$ cat src/rtl/lx32_arch_pkg.sv
// Core architecture constants and basic datapath types for the lx32 core.
package lx32_arch_pkg;

    localparam int XLEN     = 32;
    localparam int PC_WIDTH = 32;

    typedef logic [XLEN-1:0]     data_t;
    typedef logic [PC_WIDTH-1:0] addr_t;

endpackage

$ cat src/rtl/lx32_mem_pkg.sv
// Types shared by the lx32 memory-port arbiter: byte strobes, FSM states,
// transaction owner and the request bundle driven onto the memory port.
package lx32_mem_pkg;

    import lx32_arch_pkg::*;

    localparam int STRB_WIDTH = XLEN / 8;

    typedef logic [STRB_WIDTH-1:0] strb_t;

    typedef enum logic [1:0] {
        IDLE,
        WAIT_IF,
        WAIT_LSU
    } arb_state_e;

    typedef enum logic {
        OWN_IF,
        OWN_LSU
    } owner_e;

    typedef struct packed {
        logic  we;
        strb_t be;
        addr_t addr;
        data_t wdata;
    } mem_req_t;

endpackage

$ cat src/rtl/lx32_mem_arbiter.sv
// Single-port memory arbiter between instruction fetch and the LSU, one
// outstanding transaction. Define LX32_ARB_RR_EN for round-robin selection
// instead of LSU priority with the IF anti-starvation counter.
//
// state    | meaning
// ---------+---------------------------------------------------------
// IDLE     | arbitrate, drive mem_* from the selected requester
// WAIT_IF  | IF transaction granted, waiting for mem_rvalid_i
// WAIT_LSU | LSU transaction granted, waiting for mem_rvalid_i
module lx32_mem_arbiter
    import lx32_arch_pkg::*;
    import lx32_mem_pkg::*;
#(
    parameter int STARVE_LIMIT = 4,
    parameter int CNT_W        = $clog2(STARVE_LIMIT + 1)
) (
    input  logic  clk,
    input  logic  rst_n,

    input  logic  if_req_i,
    input  addr_t if_addr_i,
    output logic  if_gnt_o,
    output logic  if_rvalid_o,
    output data_t if_rdata_o,

    input  logic  lsu_req_i,
    input  logic  lsu_we_i,
    input  strb_t lsu_be_i,
    input  addr_t lsu_addr_i,
    input  data_t lsu_wdata_i,
    output logic  lsu_gnt_o,
    output logic  lsu_rvalid_o,
    output data_t lsu_rdata_o,

    output logic  mem_req_o,
    output logic  mem_we_o,
    output strb_t mem_be_o,
    output addr_t mem_addr_o,
    output data_t mem_wdata_o,
    input  logic  mem_gnt_i,
    input  logic  mem_rvalid_i,
    input  data_t mem_rdata_i,

    output logic  busy_o
);

    arb_state_e state_q, state_d;
    logic       lock_vld_q;
    owner_e     lock_own_q;
    owner_e     both_pick;
    owner_e     sel_own;
    logic       any_req;
    mem_req_t   sel_req;

    assign any_req = if_req_i | lsu_req_i;

`ifdef LX32_ARB_RR_EN
    owner_e last_own_q;

    assign both_pick = (last_own_q == OWN_LSU) ? OWN_IF : OWN_LSU;

    always_ff @(posedge clk or negedge rst_n) begin
        if (!rst_n) begin
            last_own_q <= OWN_LSU;
        end else if (if_gnt_o) begin
            last_own_q <= OWN_IF;
        end else if (lsu_gnt_o) begin
            last_own_q <= OWN_LSU;
        end
    end
`else
    logic [CNT_W-1:0] starve_cnt_q;

    assign both_pick = (starve_cnt_q == CNT_W'(STARVE_LIMIT)) ? OWN_IF : OWN_LSU;

    // Counts LSU wins while IF is kept waiting; any IF grant or IF going quiet resets it.
    always_ff @(posedge clk or negedge rst_n) begin
        if (!rst_n) begin
            starve_cnt_q <= '0;
        end else if (state_q == IDLE) begin
            if (if_gnt_o) begin
                starve_cnt_q <= '0;
            end else if (lsu_gnt_o && if_req_i) begin
                if (starve_cnt_q != CNT_W'(STARVE_LIMIT)) begin
                    starve_cnt_q <= starve_cnt_q + CNT_W'(1);
                end
            end else if (!if_req_i) begin
                starve_cnt_q <= '0;
            end
        end
    end
`endif

    // A stalled request keeps its owner until granted, so mem_* stay stable.
    always_comb begin
        sel_own = OWN_IF;
        if (lock_vld_q) begin
            sel_own = lock_own_q;
        end else if (if_req_i && lsu_req_i) begin
            sel_own = both_pick;
        end else if (lsu_req_i) begin
            sel_own = OWN_LSU;
        end
    end

    always_comb begin
        if (sel_own == OWN_IF) begin
            sel_req = '{we: 1'b0, be: '1, addr: if_addr_i, wdata: '0};
        end else begin
            sel_req = '{we: lsu_we_i, be: lsu_be_i, addr: lsu_addr_i, wdata: lsu_wdata_i};
        end
    end

    always_ff @(posedge clk or negedge rst_n) begin
        if (!rst_n) begin
            lock_vld_q <= 1'b0;
            lock_own_q <= OWN_IF;
        end else if (state_q == IDLE && any_req) begin
            if (mem_gnt_i) begin
                lock_vld_q <= 1'b0;
            end else begin
                lock_vld_q <= 1'b1;
                lock_own_q <= sel_own;
            end
        end
    end

    always_ff @(posedge clk or negedge rst_n) begin
        if (!rst_n) begin
            state_q <= IDLE;
        end else begin
            state_q <= state_d;
        end
    end

    always_comb begin
        state_d = state_q;
        unique case (state_q)
            IDLE: begin
                if (any_req && mem_gnt_i) begin
                    state_d = (sel_own == OWN_IF) ? WAIT_IF : WAIT_LSU;
                end
            end
            WAIT_IF, WAIT_LSU: begin
                if (mem_rvalid_i) begin
                    state_d = IDLE;
                end
            end
            default: state_d = IDLE;
        endcase
    end

    always_comb begin
        mem_req_o    = 1'b0;
        busy_o       = 1'b0;
        if_gnt_o     = 1'b0;
        lsu_gnt_o    = 1'b0;
        if_rvalid_o  = 1'b0;
        lsu_rvalid_o = 1'b0;
        unique case (state_q)
            IDLE: begin
                mem_req_o = any_req;
                if_gnt_o  = any_req && mem_gnt_i && (sel_own == OWN_IF);
                lsu_gnt_o = any_req && mem_gnt_i && (sel_own == OWN_LSU);
            end
            WAIT_IF: begin
                busy_o      = 1'b1;
                if_rvalid_o = mem_rvalid_i;
            end
            WAIT_LSU: begin
                busy_o       = 1'b1;
                lsu_rvalid_o = mem_rvalid_i;
            end
            default: ;
        endcase
    end

    assign mem_we_o    = mem_req_o & sel_req.we;
    assign mem_be_o    = mem_req_o ? sel_req.be : '0;
    assign mem_addr_o  = sel_req.addr;
    assign mem_wdata_o = sel_req.wdata;

    assign if_rdata_o  = mem_rdata_i;
    assign lsu_rdata_o = mem_rdata_i;

endmodule
$ cat config.mk
export PLATFORM = sky130hd
export DESIGN_NAME = lx32_mem_arbiter
export DESIGN_NICKNAME = d
export VERILOG_FILES = /design/src/rtl/lx32_arch_pkg.sv /design/src/rtl/lx32_mem_pkg.sv /design/src/rtl/lx32_mem_arbiter.sv
export SDC_FILE = /design/constraint.sdc
export NUM_CORES = 1
export LEC_CHECK = 0
export BUFFER_PORTS_ARGS = -buffer_cell sky130_fd_sc_hd__buf_2
export CORE_AREA = 2 2 107 109
export CTS_BUF_LIST = sky130_fd_sc_hd__clkbuf_2
export DETAILED_ROUTE_END_ITERATION = 8
export DIE_AREA = 0 0 109 111
export SLEW_MARGIN = 0
export SYNTH_ARGS = -nofsm -noshare
export SYNTH_HDL_FRONTEND = slang
export SYNTH_SLANG_ARGS = --single-unit
$ cat constraint.sdc
create_clock -name clk -period 4 [get_ports clk]
set_clock_uncertainty 0.2 [all_clocks]
set_input_delay 0.4 -clock clk [delete_from_list [all_inputs] [get_ports clk]]
set_output_delay 0.4 -clock clk [all_outputs]
set_load 0.05 [all_outputs]
==> flow_summary.json, run 1 <==
{
  "synthTopCellsByCount": "buf_4 (69), nor2b_1 (34), mux2_2 (33)",
  "clockBufferDepth": 2,
  "path_max_fanout": 30,
  "r2r_slack_ns": 1.94,
  "grt_overflow": 0,
  "numPortBuffers": 181,
  "crit_path_max_incr_delay_ns": 0.44,
  "fmax_ghz": 0.358,
  "clk_pin_slew_worst_paths_ns": 0.09,
  "postRouteWirelength_mm": 5.30,
  "grtUsageTotal_pct": 7.74,
  "hold_ws_ns": 0.268,
  "worstPathRequired_ns": 3.40,
  "fin_crit_ns": 2.79,
  "n_antenna_cell": 0,
  "cap_violations": 0,
  "grt_pass1_vias": 1653,
  "slew_headroom_pct": 69.4,
  "die_h_um": 111,
  "p_leak_nw": 1.22,
  "ios": 278,
  "synth_edf_count": 0,
  "route.antenna.remaining_nets": 0,
  "synth.most_common_cell": "buf_4",
  "end_kind": "output pin",
  "h-tree-depth": 1,
  "gp_congestion": 0.680,
  "hold_depth": 2,
  "fin_crit_sh_pct": 69.8,
  "avgSynthCellArea_um2": 8.27,
  "synth_cell_types": 28,
  "slew_violations": 0,
  "cp-start-kind": "flip-flop",
  "wl_per_cell_um": 11.7,
  "place_ws_ns": 1.48,
  "start_util_pct": 14.6,
  "worst-path-stages": 7,
  "synth.area.top_cells": "buf_4 (32%), mux2_2 (23%), nor2b_1 (13%)",
  "rsz0062_at_grt": "no",
  "ys_seq_elements": 7,
  "status": "completed",
  "vias": 1693,
  "reg2reg_depth": 7,
  "tightest_slew_ns": 0.459,
  "antenna_found_initial": 0,
  "synth_ff_type": "dfrtp_1",
  "grt_max_degree": 47,
  "crit_path_top_delay_cell": "mux2_2",
  "yosys_warnings": 0,
  "ys_async_sr_fraction_pct": 100,
  "crit_type": "reg -> out",
  "ys_seq_area_share_pct": 10.8,
  "setup_tns_ns": 0,
  "syn-cell-area_um2": 1620,
  "die-area_um2": 12100,
  "synthCells": 196,
  "arrival_ns": 2.19,
  "yosys.area.top_type": "buf_4",
  "syn_nets": 340,
  "netlist.area_leader.share_pct": 31.9,
  "place_hpwl_mm": 4.66,
  "p_per_area_nw_per_um2": 938,
  "cts_tree": "built",
  "final.setup.worst_slack_ns": 1.21,
  "synthToLayoutAreaGrowth_pct": 36.4,
  "finalInstanceArea_um2": 2210,
  "clock_latency_ns": 0.25,
  "finalSetupViolations": 0,
  "die_x_um": 109,
  "min_path_type": "in -> reg",
  "fin_nets": 457,
  "ir_drop_v": 0.000417,
  "core_um2": 11100,
  "post-cts-setup-buffers": 0,
  "cts_buffers": 3,
  "dpl-instance-area_um2": 2180,
  "initialDrtViolationCount": 41,
  "crit_family": "buffers and inverters",
  "rows": 39,
  "root_buffer": "clkbuf_2",
  "finalHoldViolCount": 0,
  "drive_above_1_share_pct": 72.4,
  "crit_buf_inv": 3,
  "clkSinkCount": 7,
  "viasPerCell": 3.72,
  "drcViolationCount": 0,
  "firstDrtPassIters": 4,
  "path_cells": "inv_1, ha_1, nand3_1, a22oi_2, buf_4, mux2_2, buf_2",
  "grt_pass1_wl_mm": 7.59
}
cell type report:
class / count / area [µm²]
multi-input cells: 110 / 881
clock buffers: 4 / 20.0
repair buffers: 184 / 931
fillers: 1233 / 8860
inverters: 7 / 26.3
flip-flops and latches: 7 / 175
well taps: 143 / 179
metal layers:
layer  vias up  share of wire (%)  track usage (%)
met1       773                 41             9.44
met5         -                  0                0
met2        92                 47             12.6
met3        20                 10             1.76
li1        808                  -                -
met4         0                2.4             3.76
state kept, by name, summed over array words and instances, names as in the netlist:
| register | flops |
|---|---|
| lock_own_q | 1 |
| lock_vld_q | 1 |
| starve_cnt_q | 3 |
| state_q | 2 |
worst register-to-register path, cell delays in order (launching register included):
cell	delay [ns]
dfrtp_1	0.42
inv_1	0.09
ha_1	0.31
o21ai_2	0.16
inv_1	0.18
nand2_2	0.15
nor4b_2	0.28
mux2_2	0.21
cells in the final DEF, fill, tap and decap left out, types with 2 or more instances in the layout:
cell and n:
nor2_1 13, nor2b_1 34, and2_1 2, ha_1 5, nand2_1 3, a21oi_1 3, a22o_1 3, buf_2 181
buf_4 2, clkbuf_2 4, mux2_2 33, dfrtp_1 7, inv_1 6
final timing paths:
| kind | from | to |
|---|---|---|
| min | if_req_i | starve_cnt_q[2] |
| max in group asynchronous | rst_n | state_q[0] |
| min reg2reg | starve_cnt_q[1] | starve_cnt_q[1] |
| max reg2reg | state_q[0] | starve_cnt_q[0] |
| min in group asynchronous | rst_n | starve_cnt_q[1] |
| max | starve_cnt_q[0] | mem_addr_o[22] |
repair_timing:
action	CTS	global route
hold buffers	1	0
resized for setup	0	0
endpoints found under the hold margin	7	0
per-stage QoR:
stage | util [%] | power [mW] | std cells
final | 20.0 | 2.07 | 455
after global routing | 20.0 | 2.18 | 455
after floorplan | - | 1.84 | 196
after CTS | 20.0 | 2.09 | 455
after global placement | 19.7 | 2.01 | 450
after detailed placement | 19.7 | 2.03 | 450
logic make-up (layout without fill, tap and decap cells):
logic type      count (synthesis)  in the layout  share of synthesized area [%]
mux                            33             33                           22.9
buf+inv                        79            195                           34.9
fa+ha+maj                       5              5                           3.86
compound gates                 15             15                           7.56
simple gates                   57             57                           20.0
flops                           7              7                           10.8
where the power goes:
part,total [mW],switching [mW],internal [mW]
clock,0.0563,0.0298,0.0266
sequential,0.108,0.0192,0.0893
combinational,1.91,1.43,0.482
total,2.07,1.48,0.598
No activity file was read; power rests on OpenSTA's default activity.
==> inputs of run 2 (changes only) <==
==> constraint.sdc (replaced) <==
create_clock -name clk -period 2.52 [get_ports clk]
set_clock_uncertainty 0.2 [all_clocks]
set_input_delay 0.252 -clock clk [delete_from_list [all_inputs] [get_ports clk]]
set_output_delay 0.252 -clock clk [all_outputs]
set_load 0.05 [all_outputs]
==> flow_summary.json, run 2 (synthesis results as in run 1) <==
{
  "drt-met1-wl_mm": 2.45,
  "grtUsageTotal_pct": 8.35,
  "arrival_ns": 2.01,
  "route.antenna.remaining_nets": 0,
  "rows": 39,
  "drive_above_1_share_pct": 74.2,
  "fillCellCount": 1209,
  "clock_latency_ns": 0.23,
  "status": "completed",
  "crit_type": "reg -> out",
  "h-tree-depth": 1,
  "root_buffer": "clkbuf_2",
  "layout_common_cells": "buf_2 (153), nor2b_1 (34), mux2_2 (32)",
  "postRouteWirelength_mm": 6.24,
  "largest_register_ffs": 3,
  "fin_crit_ns": 2.46,
  "cap_violations": 0,
  "crit_family": "buffers and inverters",
  "gp_congestion": 0.699,
  "end_kind": "output pin",
  "antenna_found_initial": 0,
  "p_per_area_nw_per_um2": 1540,
  "wl_per_cell_um": 13.4,
  "viasPerCell": 3.81,
  "largest-register": "starve_cnt_q",
  "synthToLayoutAreaGrowth_pct": 55.7,
  "die-area_um2": 12100,
  "p_leak_nw": 1.35,
  "top_regs": "starve_cnt_q (3), state_q (2)",
  "fin_nets": 467,
  "cts_tree": "built",
  "place_hpwl_mm": 4.82,
  "crit_path_top_delay_cell": "dfrtp_1",
  "ios": 278,
  "slew_violations": 0,
  "slew_headroom_pct": 72.9,
  "n_antenna_cell": 0,
  "path_cells": "inv_1, ha_2, nand3_1, a22oi_2, buf_4, buf_16, buf_4, nor2_1, nor2_1, buf_2",
  "min_path_type": "in -> reg",
  "die_h_um": 111,
  "r2r_slack_ns": 0.50,
  "rsz0062_at_grt": "yes",
  "finalSetupViolations": 0,
  "grt_max_degree": 38,
  "initialDrtViolationCount": 70,
  "cp-start-kind": "flip-flop",
  "finalHoldViolCount": 0,
  "numPortBuffers": 181,
  "top_layer_used": "met4",
  "fmax_ghz": 0.406,
  "ir_drop_v": 0.000562,
  "final_common_cell": "buf_2",
  "worstPathRequired_ns": 2.07,
  "cts_buffers": 3,
  "core_um2": 11100,
  "start_util_pct": 14.6,
  "grt_pass1_wl_mm": 7.99,
  "clkSinkCount": 7,
  "crit_buf_inv": 5,
  "drcViolationCount": 0,
  "path_max_fanout": 15,
  "vias": 1770,
  "tightest_slew_ns": 0.402,
  "dr_wl_met2_mm": 3.03,
  "power_mw": 3.89,
  "firstDrtPassIters": 4,
  "clk_pin_slew_worst_paths_ns": 0.07,
  "crit_path_max_incr_delay_ns": 0.40,
  "die_x_um": 109,
  "grt_overflow": 0,
  "fin_crit_sh_pct": 97.7,
  "clockBufferDepth": 2,
  "route.met3.wl_um": 644,
  "finish.utilization_pct": 22.8,
  "grt_pass1_vias": 1651
}
run 2: cell types whose count changed in the layout (fill, tap and decap cells not counted), sizes merged:
cell / change
buf: +8
clkbuf: +2
run 2: power breakdown:
group	switching [mW]	internal (mW)	total [mW]
clock network	0.0386	0.0421	0.0807
logic	2.40	1.23	3.63
registers	0.0308	0.142	0.173
run 2: final cells by class:
type,count,area (µm²),area share (%)
repair buffers,194,1230,48.9
multi-input cells,110,890,35.2
well taps,143,179,7.09
flip-flops and latches,7,175,6.94
inverters,7,26.3,1.04
clock buffers,4,20.0,0.793
run 2: path summary, 6_finish.rpt:
kind / cells after the start / to / start
max reg2reg: 9 / starve_cnt_q[0] / starve_cnt_q[1]
max in group asynchronous: 2 / state_q[1] / rst_n
min in group asynchronous: 2 / lock_own_q / rst_n
min reg2reg: 1 / starve_cnt_q[1] / starve_cnt_q[1]
min: 4 / lock_own_q / mem_gnt_i
max: 10 / mem_be_o[3] / starve_cnt_q[1]
run 2: metrics by stage:
stage	worst slack [ns]	area, µm²	std cells	TNS [ns]	hold WS (ns)
2_1_floorplan	0.0148	1620	196	0	-0.244
3_3_place_gp	0.258	2210	450	0	-0.105
3_5_place_dp	0.231	2210	450	0	-0.103
4_1_cts	-0.00817	2290	457	-0.00817	0.134
5_1_grt	-0.0542	2520	465	-0.373	0.146
6_report	0.0588	2520	465	0	0.155
run 2: timing repair:
item	in CTS	in global routing
hold buffers	1	0
cloned	1	2
hold endpoints to repair	7	0
pin swaps	0	1
gates resized for setup	7	68
setup endpoints to repair	16	33
setup buffers	1	6
run 2: metal layers:
metal,vias up,GRT usage (%)
li1,826,-
met1,834,10.6
met2,92,13.2
met3,18,1.88
met4,0,4.02
met5,-,0
run 2: worst min-delay path, delay by kind of cell:
family	cells	cell delay, ns
buf+inv	1	0.12
compound gates	1	0.04
simple gates	2	0.14
==> inputs of run 3 (changes only) <==
--- a/config.mk
+++ b/config.mk
@@ -6,10 +6,12 @@
 export NUM_CORES = 1
 export LEC_CHECK = 0
 export BUFFER_PORTS_ARGS = -buffer_cell sky130_fd_sc_hd__buf_2
+export CAP_MARGIN = 20
 export CORE_AREA = 2 2 107 109
 export CTS_BUF_LIST = sky130_fd_sc_hd__clkbuf_2
 export DETAILED_ROUTE_END_ITERATION = 8
 export DIE_AREA = 0 0 109 111
+export PLACE_DENSITY = 0.58
 export SLEW_MARGIN = 0
 export SYNTH_ARGS = -nofsm -noshare
 export SYNTH_HDL_FRONTEND = slang
==> flow_summary.json, run 3 (synthesis results as in run 1) <==
{
  "finalInstanceArea_um2": 2620,
  "wl_per_cell_um": 14.1,
  "synthToLayoutAreaGrowth_pct": 61.3,
  "gp_congestion": 0.786,
  "path_max_fanout": 10,
  "numPortBuffers": 181,
  "h-tree-depth": 1,
  "grt_pass1_vias": 1591,
  "end_kind": "output pin",
  "grt_pass1_wl_mm": 8.35,
  "arrival_ns": 2.02,
  "n_antenna_cell": 0,
  "min_path_type": "in -> reg",
  "top_regs": "starve_cnt_q (3), state_q (2)",
  "drcViolationCount": 0,
  "finalNonFillerCells": 466,
  "hold_ws_ns": 0.127,
  "firstDrtPassIters": 5,
  "route.antenna.remaining_nets": 0,
  "p_per_area_nw_per_um2": 1550,
  "die_h_um": 111,
  "fin_crit_ns": 2.48,
  "fin_crit_sh_pct": 98.2,
  "fin_nets": 468,
  "largest-register": "starve_cnt_q",
  "power_mw": 4.06,
  "clkSinkCount": 7,
  "ios": 278,
  "viasPerCell": 3.86,
  "drive_above_1_share_pct": 74.3,
  "grtUsageTotal_pct": 8.99,
  "rsz0062_at_grt": "yes",
  "rows": 39,
  "final_common_cell": "buf_2",
  "dp.cells": 450,
  "worstPathRequired_ns": 2.07,
  "grt_overflow": 0,
  "postRouteWirelength_mm": 6.57,
  "clock_latency_ns": 0.24,
  "grt_max_degree": 21,
  "slew_violations": 0,
  "largest_register_ffs": 3,
  "root_buffer": "clkbuf_2",
  "slew_headroom_pct": 71.3,
  "finalHoldViolCount": 0,
  "tightest_slew_ns": 0.426,
  "cap_violations": 0,
  "place_hpwl_mm": 4.99,
  "clk_pin_slew_worst_paths_ns": 0.09,
  "ir_drop_v": 0.000595,
  "r2r_slack_ns": 0.49,
  "status": "completed",
  "dpl-instance-area_um2": 2210,
  "fmax_ghz": 0.404,
  "crit_type": "reg -> out",
  "core_um2": 11100,
  "layout_common_cells": "buf_2 (149), buf_6 (35), nor2b_1 (34)",
  "initialDrtViolationCount": 67,
  "cp-start-kind": "flip-flop",
  "p_leak_nw": 1.39,
  "vias": 1797,
  "antenna_found_initial": 0,
  "die-area_um2": 12100,
  "die_x_um": 109,
  "cts_buffers": 3,
  "clockBufferDepth": 2,
  "start_util_pct": 14.6,
  "cts_tree": "built",
  "finalSetupViolations": 0
}
-- run 3: changes by cell type in the layout (fill, tap and decap cells not counted), sizes merged --
cell,change
bufbuf,+1
-- run 3: path summary, 6_finish.rpt --
kind                              endpoint  cells past startpoint             from
min reg2reg                     lock_vld_q                      1       lock_vld_q
max reg2reg                starve_cnt_q[0]                      8  starve_cnt_q[0]
max in group asynchronous       state_q[1]                      2            rst_n
max                          mem_addr_o[5]                      8  starve_cnt_q[0]
min                        starve_cnt_q[2]                      2         if_req_i
min in group asynchronous  starve_cnt_q[0]                      2            rst_n
-- run 3: power breakdown --
| group | total, mW | internal (mW) | switching (mW) |
|---|---|---|---|
| Clock | 0.0878 | 0.0422 | 0.0456 |
| Sequential | 0.170 | 0.142 | 0.0282 |
| Combinational | 3.80 | 1.38 | 2.42 |
-- run 3: routing by layer --
layer	track usage [%]	up-vias	part of all wire, %
li1	-	831	-
met1	12.2	823	40
met2	12.6	123	45
met3	3.64	20	12
met4	3.42	0	2.5
met5	0	-	0
-- run 3: per-stage QoR --
stage,utilization (%),setup slack [ns],setup TNS (ns)
6_report,23.6,0.0448,0
2_1_floorplan,-,0.0148,0
4_1_cts,21.0,0.00458,0
3_3_place_gp,19.9,0.294,0
5_1_grt,23.6,-0.0347,-0.225
3_5_place_dp,19.9,0.231,0
-- run 3: timing repair --
item,CTS,global route
endpoints found under the hold margin,7,0
cloned,2,2
setup buffers,3,4
setup endpoints to repair,31,34
pin swaps,1,1
resized for setup,2,100
hold buffers,1,0
-- run 3: critical path: stages (launching register included) --
cell and delay, ns:
dfrtp_1 0.40, inv_2 0.07, ha_2 0.17, nand3_1 0.07
a22oi_2 0.22, buf_6 0.16, clkbuf_16 0.16, mux2_2 0.36
buf_6 0.16
-- run 3: cell type report --
cell class                 count  area, µm²
clock buffer                   4       20.0
timing repair buffer         195       1330
fill                        1197       8460
sequential                     7        175
inverter                       7       26.3
tap                          143        179
multi-input combinational    110        886
